===== src/rtl/cc_pkg.sv =====
// rtl/cc_pkg.sv - shared cache-controller constants, field widths and FSM state type
package cc_pkg;

  localparam logic [1:0] AXI_BURST_WRAP = 2'b10;
  localparam logic [2:0] AXI_SIZE_8B    = 3'b011;
  localparam int         CC_LINE_BEATS  = 8;
  localparam logic [3:0] CC_ARLEN       = 4'd7;

  // Line address fields: offset [5:0], index [14:6], tag [31:15]
  localparam int CC_OFFSET_LSB = 0;
  localparam int CC_OFFSET_W   = 6;
  localparam int CC_INDEX_LSB  = 6;
  localparam int CC_INDEX_W    = 9;
  localparam int CC_TAG_LSB    = 15;
  localparam int CC_TAG_W      = 17;

  typedef enum logic {
    IDLE   = 1'b0,
    AR_REQ = 1'b1
  } cc_miss_state_e;

endpackage


===== src/rtl/cc_miss_addr_fifo.sv =====
// rtl/cc_miss_addr_fifo.sv - synchronous show-ahead FIFO with occupancy count
module cc_miss_addr_fifo #(
  parameter int DEPTH = 4,
  parameter int WIDTH = 32
) (
  input  logic                     clk,
  input  logic                     rst,
  input  logic                     wr_en,
  input  logic [WIDTH-1:0]         wdata,
  input  logic                     rd_en,
  output logic [WIDTH-1:0]         rdata,
  output logic                     empty,
  output logic                     full,
  output logic [$clog2(DEPTH):0]   count
);

  localparam int AW = $clog2(DEPTH);
  localparam int PW = AW + 1;

  logic [WIDTH-1:0] mem [DEPTH];
  logic [PW-1:0]    wptr;
  logic [PW-1:0]    rptr;

  // Extra pointer MSB separates the full and empty cases when low bits match
  assign empty = (wptr == rptr);
  assign full  = (wptr[PW-1] != rptr[PW-1]) && (wptr[AW-1:0] == rptr[AW-1:0]);
  assign count = wptr - rptr;
  assign rdata = mem[rptr[AW-1:0]];

  always_ff @(posedge clk or posedge rst) begin
    if (rst) begin
      wptr <= '0;
      rptr <= '0;
      for (int i = 0; i < DEPTH; i++) mem[i] <= '0;
    end else begin
      if (wr_en && !full) begin
        mem[wptr[AW-1:0]] <= wdata;
        wptr              <= wptr + PW'(1);
      end
      if (rd_en && !empty) rptr <= rptr + PW'(1);
    end
  end

endmodule


===== src/rtl/cc_miss_req_unit.sv =====
// rtl/cc_miss_req_unit.sv - issues one AXI AR wrap burst per line miss and queues miss addresses
module cc_miss_req_unit
  import cc_pkg::*;
#(
  parameter int FIFO_DEPTH = 4,
  parameter int ADDR_W     = 32
) (
  input  logic                          clk,
  input  logic                          rst,
  input  logic                          miss_req_i,
  input  logic [ADDR_W-1:0]             miss_addr_i,
  output logic                          miss_ready_o,
  output logic [ADDR_W-1:0]             mem_araddr_o,
  output logic [3:0]                    mem_arlen_o,
  output logic [2:0]                    mem_arsize_o,
  output logic [1:0]                    mem_arburst_o,
  output logic                          mem_arvalid_o,
  input  logic                          mem_arready_i,
  output logic                          miss_addr_fifo_empty_o,
  output logic [ADDR_W-1:0]             miss_addr_fifo_rdata_o,
  input  logic                          miss_addr_fifo_rden_i,
  output logic [$clog2(FIFO_DEPTH):0]   outstanding_o
);

  cc_miss_state_e state, state_next;
  logic           fifo_full;
  logic           accept;

  assign accept        = miss_req_i && miss_ready_o;
  assign mem_arvalid_o = (state == AR_REQ);
  assign mem_arlen_o   = CC_ARLEN;
  assign mem_arsize_o  = AXI_SIZE_8B;
  assign mem_arburst_o = AXI_BURST_WRAP;

  always_ff @(posedge clk or posedge rst) begin
    if (rst) begin
      state        <= IDLE;
      mem_araddr_o <= '0;
    end else begin
      state <= state_next;
      // Critical-word-first: wrap burst starts at the 8-byte beat holding the miss
      if (accept) mem_araddr_o <= {miss_addr_i[ADDR_W-1:3], 3'b000};
    end
  end

  always_comb begin
    state_next   = state;
    miss_ready_o = 1'b0;
    case (state)
      IDLE: begin
        miss_ready_o = !fifo_full && !rst;
        if (miss_req_i && miss_ready_o) state_next = AR_REQ;
      end
      AR_REQ: begin
        if (mem_arready_i) state_next = IDLE;
      end
      default: state_next = IDLE;
    endcase
  end

  // Entry is written on the accept edge, so it always precedes the AR handshake
  cc_miss_addr_fifo #(
    .DEPTH (FIFO_DEPTH),
    .WIDTH (ADDR_W)
  ) u_miss_addr_fifo (
    .clk   (clk),
    .rst   (rst),
    .wr_en (accept),
    .wdata (miss_addr_i),
    .rd_en (miss_addr_fifo_rden_i),
    .rdata (miss_addr_fifo_rdata_o),
    .empty (miss_addr_fifo_empty_o),
    .full  (fifo_full),
    .count (outstanding_o)
  );

endmodule


===== config.mk =====
export PLATFORM = sky130hd
export DESIGN_NAME = cc_miss_req_unit
export DESIGN_NICKNAME = d
export VERILOG_FILES = /design/src/rtl/cc_pkg.sv /design/src/rtl/cc_miss_addr_fifo.sv /design/src/rtl/cc_miss_req_unit.sv
export SDC_FILE = /design/constraint.sdc
export NUM_CORES = 1
export LEC_CHECK = 0
export CORE_UTILIZATION = 30
export CTS_CLUSTER_DIAMETER = 30
export CTS_CLUSTER_SIZE = 12
export DETAILED_ROUTE_END_ITERATION = 7
export PLACE_DENSITY_LB_ADDON = 0.25
export SYNTH_ARGS = -nofsm -noshare
export SYNTH_HDL_FRONTEND = slang
export SYNTH_SLANG_ARGS = --single-unit

===== constraint.sdc =====
create_clock -name clk -period 8.33 [get_ports clk]
set_clock_uncertainty 0.2 [all_clocks]
set_input_delay 1.666 -clock clk [delete_from_list [all_inputs] [get_ports clk]]
set_output_delay 1.666 -clock clk [all_outputs]
set_load 0.05 [all_outputs]

==> results of run 1 <==
## kinds of logic (layout without fill, tap and decap cells)
| family | Yosys count | after routing | share of synthesized area (%) |
|---|---|---|---|
| AND/OR/NAND/NOR | 7 | 7 | 0.719 |
| adder cells (fa/ha/maj) | 8 | 8 | 1.51 |
| multiplexers | 191 | 191 | 35.2 |
| AO/OA/AOI/OAI | 9 | 9 | 0.842 |
| flip-flops | 164 | 164 | 57.5 |
| buffers and inverters | 42 | 147 | 3.16 |
| other | 2 | 12 | 0.105 |
| XOR/XNOR | 7 | 7 | 0.964 |
## metal layers
layer	vias to the layer above	part of all wire [%]	wire, µm	GRT usage (%)
met2	92	50	7560	22.5
met1	2101	44	6740	16.4
li1	1763	-	-	-
met5	-	0	0	0
met3	9	5.1	768	4.24
met4	0	0.84	127	3.64
## through the flow
stage | hold WS, ns | instance area [µm²]
2_1_floorplan | 0.259 | 7170
3_3_place_gp | 0.267 | 8500
3_5_place_dp | 0.274 | 8500
4_1_cts | 0.289 | 9120
5_1_grt | 0.294 | 9120
6_report | 0.281 | 9120
## synthesized netlist by cell type
cell type,n
buf_4,12
nand2_1,1
mux2_2,123
xor2_1,1
ha_1,7
o2111a_1,1
conb_1,2
o21ai_2,1
mux4_2,32
mux2_1,36
o21bai_1,1
o21ai_1,3
xnor2_1,5
fa_1,1
xnor2_2,1
nor4bb_1,4
o211ai_1,1
inv_1,7
o21ai_0,2
dfrtp_1,164
buf_2,18
clkbuf_1,4
buf_1,1
nor2_1,2
## worst max-delay path, delay by kind of cell
family	cells	cell delay [ns]
AND/OR/NAND/NOR	1	0.12
AO/OA/AOI/OAI	1	0.19
buffers and inverters	3	1.91
## sequential cells by signal, indices dropped and copies added, names as in the netlist
signal                 cells
u_miss_addr_fifo.mem     128
mem_araddr_o              29
u_miss_addr_fifo.rptr      3
u_miss_addr_fifo.wptr      3
mem_arvalid_o              1
## cell type report
class | instances | area [µm²] | area share [%]
clock inverters | 11 | 150 | 1.65
repair buffers | 109 | 1080 | 11.8
inverters | 7 | 31.3 | 0.343
flip-flops and latches | 164 | 4110 | 45.0
clock buffers | 20 | 467 | 5.12
well taps | 319 | 399 | 4.38
multi-input cells | 234 | 2890 | 31.7
## final timing paths
check	startpoint	to	slack [ns]	cells after the start
setup / recovery	rst	miss_ready_o	2.58	5
hold / removal	mem_araddr_o[27]	mem_araddr_o[27]	0.28	1
setup reg to reg	u_miss_addr_fifo.rptr[1]	u_miss_addr_fifo.mem[81]	4.72	6
hold reg to reg	mem_araddr_o[27]	mem_araddr_o[27]	0.28	1
max in group asynchronous	rst	u_miss_addr_fifo.rptr[1]	4.65	3
min in group asynchronous	rst	mem_arvalid_o	1.65	2
==> out/results.ini, run 1 <==
[outcome]
status=finished clean

[sta]
setup_viol_count_final=0
rsz0062_at_grt=false
drv_slew=0
post-route-period-util_pct=69.1
postLayoutSetupSlackWorst_ns=2.58
fmax_ghz=0.174
max_slew_margin_pct=28.5
setup_tns_ns=0
min_period_ns=5.75
tightest_slew_ns=1.07
finalHoldViolCount=0

[clock_tree]
hold_buffers=0
htreeDepth=4
cts_root_buf=clkbuf_16
cts_tree=yes
insertion_delay_ns=0.42
cts_sinks=164
post_cts_buffers=0
numCtsBuffers=17
clk_pin_slew_worst_paths_ns=0.06
clockBufferDepth=2
cts_resized=0

[floorplan]
fp.dieH_um=156
die_area_mm2=0.0244
start_util_pct=30.5
dieWidth_um=156
core-area_mm2=0.0234
ios=116
fp-row-count=56

[logic_synthesis]
ys_ff_latch=164
synth.avg_cell_area_um2=16.6
yosys-top-cells-area=dfrtp_1 58%, mux2_2 19%, mux4_2 10%, mux2_1 5.7%, buf_2 1.3%
synthCells=430
synth_top_area_cell=dfrtp_1
synth_warnings=0
seq_area_frac_synth_pct=57.5
synth_top_area_share_pct=57.5
netlist_area_mm2=0.00714
synth.distinct_cells=24

[worst_setup_path]
cpMostUsedCell=clkdlybuf4s50_1
critical_path.endpoint_type=output pin
path_class=in -> out
cp_slowest_stage_delay_ns=0.81
start_kind=input port
slowest_stage=clkdlybuf4s50_1
worstPathMaxFanout=83
cp.required_ns=6.46
arrival_ns=3.89
cp_cell_sequence=clkdlybuf4s50_1, inv_6, o21ai_0, nor2_1, clkdlybuf4s50_1

[routing]
dr.pass1.iters=5
routed_via_density=4.59
drtAntennaViolNets=0
drc_errors=0
first_iter_violations=75
vias=3965
wl_per_cell_um=17.6
finalWirelength_mm=15.2

[layout]
nFillCells=2186
final_core_util_pct=39.0
fin_cells=864
final_layout_size_suffix_gt1_share_pct=36.9
n_antenna_cell=0
syn2layout_area_growth_pct=27.8
final_cell_mix=162 x dfrtp_1, 123 x mux2_2, 103 x clkdlybuf4s50_1, 36 x mux2_1, 32 x mux4_2
layout_commonest_cell=dfrtp_1
layout.nets=578

[job]
max-cap-violations=0

[global_route]
gr-total-overflow=0
grt_pass1_vias=4327
grt_usage_pct=13.4
grt_pass1_wl_mm=24.3
grt_start_max_net_pins=85
antenna_found_initial=0

[placed_design]
place_ws_ns=2.46
dpl.hpwl_mm=9.23
portBuffers=103
gp_congestion=0.652
dpl.cell_count=833

[hold_path]
hold_path.class=reg -> reg

Power of run 1 is not shown: default switching activity piles up to over one toggle a cycle in this logic, so the estimate is an artifact.
==> run 2: changes to the inputs <==
clock period = 5 ns   (was 8.33 ns; I/O delays follow)
==> run 2 against run 1 <==
Against the previous run:
- clock-buffer cell count increased by 1
- utilization is 0.080 points lower
- non-clock buffer count rose by 3
- global-route usage grew 0.34 points
- final cell count grew 0.12%
- die area did not move
- sequential cell count is the same
- critical endpoint unchanged
- largest cell class unchanged
==> out/results.ini, run 2 (synthesis results as in run 1) <==
[outcome]
status=finished clean

[clock_tree]
cts_root_buf=clkbuf_16
cts_tree=yes
insertion_delay_ns=0.42
numCtsBuffers=17
clk_pin_slew_worst_paths_ns=0.06
post_cts_buffers=0
cts_resized=0
hold_buffers=0
htreeDepth=4
cts_sinks=164
clockBufferDepth=2

[sta]
post-route-period-util_pct=84.1
max_slew_margin_pct=28.3
rsz0062_at_grt=false
setup_viol_count_final=0
fmax_ghz=0.238
min_period_ns=4.21
finalHoldViolCount=0
postLayoutSetupSlackWorst_ns=0.795
tightest_slew_ns=1.07
drv_slew=0

[routing]
routed_via_density=4.68
drtAntennaViolNets=0
wl_per_cell_um=18.0
finalWirelength_mm=15.6
drc_errors=0
dr.pass1.iters=4
vias=4044
first_iter_violations=137

[layout]
largest_register=u_miss_addr_fifo.mem
final_cell_mix=162 x dfrtp_1, 123 x mux2_2, 103 x clkdlybuf4s50_1, 36 x mux2_1, 32 x mux4_2
nFillCells=2211
multi_input_area_mm2=0.00289
n_antenna_cell=0
largest_register_ffs=128
layout.nets=581
syn2layout_area_growth_pct=27.5
layout_commonest_cell=dfrtp_1
final_layout_size_suffix_gt1_share_pct=36.6
reg_top3=u_miss_addr_fifo.mem (128), mem_araddr_o (29)
ff_latch_area_mm2=0.00411

[floorplan]
core-area_mm2=0.0234
fp.dieH_um=156
ios=116
start_util_pct=30.5
dieWidth_um=156
die_area_mm2=0.0244
fp-row-count=56

[worst_setup_path]
path_depth=6
r2r-end=mem_araddr_o[10]
worstPathMaxFanout=15
reg2reg_slack_ns=2.06
endpoint=miss_ready_o
r2r_cells=6
slowest_stage=clkdlybuf4s50_1
cp.required_ns=3.80
path_class=reg -> out
arrival_ns=3.01
r2r_start=u_miss_addr_fifo.rptr[1]
critical_path.endpoint_type=output pin
worstPathBufferInverterCount=2
cp_cell_sequence=inv_1, ha_1, nand2_1, o21ai_0, nor2_1, clkdlybuf4s50_1
cp_slowest_stage_delay_ns=0.82
critical_path.top_delay_family=buffers and inverters
start_kind=flop
worstSetupStartpoint=u_miss_addr_fifo.rptr[1]

[global_route]
grt_start_max_net_pins=85
gr-total-overflow=0
antenna_found_initial=0
grt_usage_pct=13.7
grt_pass1_wl_mm=24.8
grt_pass1_vias=4418

[placed_design]
portBuffers=103
gp_congestion=0.689
dpl.hpwl_mm=9.76
place_ws_ns=0.815

[hold_path]
hold_path.class=reg -> reg

[job]
max-cap-violations=0

-- run 2: changes by cell type in the layout (fill, tap and decap cells not counted), sizes merged --
cell      change
clkbuf        +1
clkinv        -4
bufinv        -1
buf           +3
clkinvlp      +3
inv           -1
-- run 2: metal layers --
layer / part of all wire (%) / wire length [µm] / track usage, % / up-vias
met1: 44 / 6940 / 17.6 / 2182
met5: 0 / 0 / 0 / -
met4: 0.90 / 141 / 3.92 / 0
li1: - / - / - / 1761
met2: 50 / 7800 / 22.3 / 90
met3: 4.6 / 713 / 4.07 / 11
-- run 2: how the worst min path moves through the flow --
stage,endpoint,cells after the start,from
finish,mem_araddr_o[24],1,mem_araddr_o[24]
global route,u_miss_addr_fifo.mem[124],1,u_miss_addr_fifo.mem[124]
CTS,mem_araddr_o[8],1,mem_araddr_o[8]
detailed placement,mem_araddr_o[8],1,mem_araddr_o[8]
global placement,mem_araddr_o[23],1,mem_araddr_o[23]
floorplan,u_miss_addr_fifo.mem[89],1,u_miss_addr_fifo.mem[89]
-- run 2: final cells by class --
cell class | instances | area share [%]
Timing Repair Buffer | 112 | 12.2
Clock buffer | 21 | 5.06
Sequential cell | 164 | 45.1
Clock inverter | 8 | 1.14
Inverter | 7 | 0.330
Multi-Input combinational cell | 234 | 31.7
Tap cell | 319 | 4.39
-- run 2: stage by stage --
step	cells	utilization, %	cell area, µm²	hold WS (ns)	TNS (ns)
4_1_cts	865	38.9	9100	0.289	0
3_5_place_dp	836	36.5	8530	0.274	0
2_1_floorplan	440	-	7180	0.259	-0.0978
5_1_grt	865	38.9	9100	0.304	0
6_report	865	38.9	9100	0.283	0
3_3_place_gp	836	36.5	8530	0.266	0
Power of run 2 is left out for the same reason.
==> run 3: changes to the inputs <==
clock period = 3.8 ns   (was 5 ns; I/O delays follow)
==> run 3 against run 2 <==
Against the previous run:
- global-route usage grew 0.25 points
- clock-buffer cell count rose by 3
- utilization increased by 0.57 points
- final area up 1.5%
- non-clock buffer count rose by 4
- routed wire length decreased by 0.34%
- setup slack lost 0.51 ns
- sequential share of layout area down 0.65 points
- sequential cell count unchanged
- die area stayed put
- via count down 1.1%
- critical endpoint is now miss_addr_fifo_rdata_o[1]
==> out/results.ini, run 3 (synthesis results as in run 1) <==
[global_route]
grt_usage_pct=13.9
grt.busiest_layer=met2
grtUsageMet1_pct=17.4
antenna_found_initial=1
grtUsageMet2_pct=22.9
grt_start_max_net_pins=163
gr-usage-met3_pct=4.79
gr-total-overflow=0
grt_pass1_wl_mm=25.5
grt_pass1_vias=4537

[layout]
n_antenna_cell=0
syn2layout_area_growth_pct=29.4
largest_register_ffs=128
final_layout_size_suffix_gt1_share_pct=42.3
reg_top3=u_miss_addr_fifo.mem (128), mem_araddr_o (29)
largest_register=u_miss_addr_fifo.mem
layout_commonest_cell=dfrtp_1
layout.nets=585
finish.instance_area_mm2=0.00923
final_cell_mix=162 x dfrtp_1, 123 x mux2_2, 102 x clkdlybuf4s50_1, 32 x mux4_2, 27 x mux2_4

[worst_setup_path]
r2r_start=u_miss_addr_fifo.rptr[1]
reg2reg_slack_ns=0.73
worstPathMaxFanout=13
cp_slowest_stage_delay_ns=0.72
critical_path.endpoint_type=output pin
cp_cell_sequence=buf_4, mux4_2, clkdlybuf4s50_1
path_class=reg -> out
cp.required_ns=2.84
r2r-end=u_miss_addr_fifo.mem[64]
r2r_cells=6
start_kind=flop
slowest_stage=clkdlybuf4s50_1
arrival_ns=2.56
critical_path.top_delay_family=buffers and inverters
worstPathBufferInverterCount=2

[floorplan]
dieWidth_um=156
die_area_mm2=0.0244
fp.dieH_um=156
fp-row-count=56
core-area_mm2=0.0234
ios=116
start_util_pct=30.5

[clock_tree]
numCtsBuffers=17
post_cts_buffers=0
hold_buffers=0
insertion_delay_ns=0.42
cts_tree=yes
clockBufferDepth=2
clk_pin_slew_worst_paths_ns=0.07
htreeDepth=4
cts_root_buf=clkbuf_16
cts_sinks=164
cts_resized=0

[sta]
setup_tns_ns=0
fmax_ghz=0.284
rsz0062_at_grt=false
setup_viol_count_final=0
min_period_ns=3.52
tightest_slew_ns=1.06
finalHoldViolCount=0
post-route-period-util_pct=92.5
max_slew_margin_pct=29.3
drv_slew=0

[placed_design]
place_area_mm2=0.00869
dpl.hpwl_mm=10.2
portBuffers=103
gp_congestion=0.688

[hold_path]
hold-path-endpoint=u_miss_addr_fifo.mem[126]
hold_start=u_miss_addr_fifo.mem[126]
whs_path_depth=1
hold_path.class=reg -> reg

[routing]
wl_per_cell_um=17.8
drtAntennaViolNets=0
first_iter_violations=123
dr.pass1.iters=4
finalWirelength_mm=15.5
routed_via_density=4.59
drc_errors=0
vias=4000

[outcome]
status=finished clean

[job]
max-cap-violations=0

==> run 3: area by class of cell <==
| cell class | count | area [µm²] |
|---|---|---|
| clock inverters | 8 | 51.3 |
| inverters | 7 | 30.0 |
| clock buffers | 24 | 492 |
| flip-flops and latches | 164 | 4110 |
| multi-input cells | 234 | 2990 |
| repair buffers | 116 | 1160 |
| fillers | 2209 | 14200 |
| well taps | 319 | 399 |
==> run 3: worst max-delay path by stage <==
stage	cells after the start	from	end	slack, ns
floorplan	3	rst	miss_ready_o	-0.82
global placement	5	rst	u_miss_addr_fifo.mem[68]	0.66
detailed placement	5	rst	u_miss_addr_fifo.mem[64]	0.64
CTS	3	u_miss_addr_fifo.rptr[0]	miss_addr_fifo_rdata_o[17]	0.23
global route	5	u_miss_addr_fifo.rptr[1]	miss_addr_fifo_empty_o	0.15
finish	3	u_miss_addr_fifo.rptr[1]	miss_addr_fifo_rdata_o[1]	0.28
==> run 3: through the flow <==
stage / cells / utilization [%] / hold slack (ns) / setup slack [ns]
finish: 872 / 39.4 / 0.292 / 0.284
global route: 872 / 39.4 / 0.309 / 0.153
CTS: 872 / 39.4 / 0.295 / 0.235
detailed placement: 840 / 37.1 / 0.281 / 0.637
global placement: 840 / 37.1 / 0.268 / 0.662
floorplan: 440 / - / 0.259 / -0.818
==> run 3: routing by layer <==
metal / vias up / wire length [µm] / part of all wire, %
met3: 12 / 822 / 5.3
met4: 2 / 169 / 1.1
met5: - / 13 / 0.084
li1: 1763 / - / -
met2: 97 / 7610 / 49
met1: 2126 / 6930 / 45
Power of run 3 is left out for the same reason.
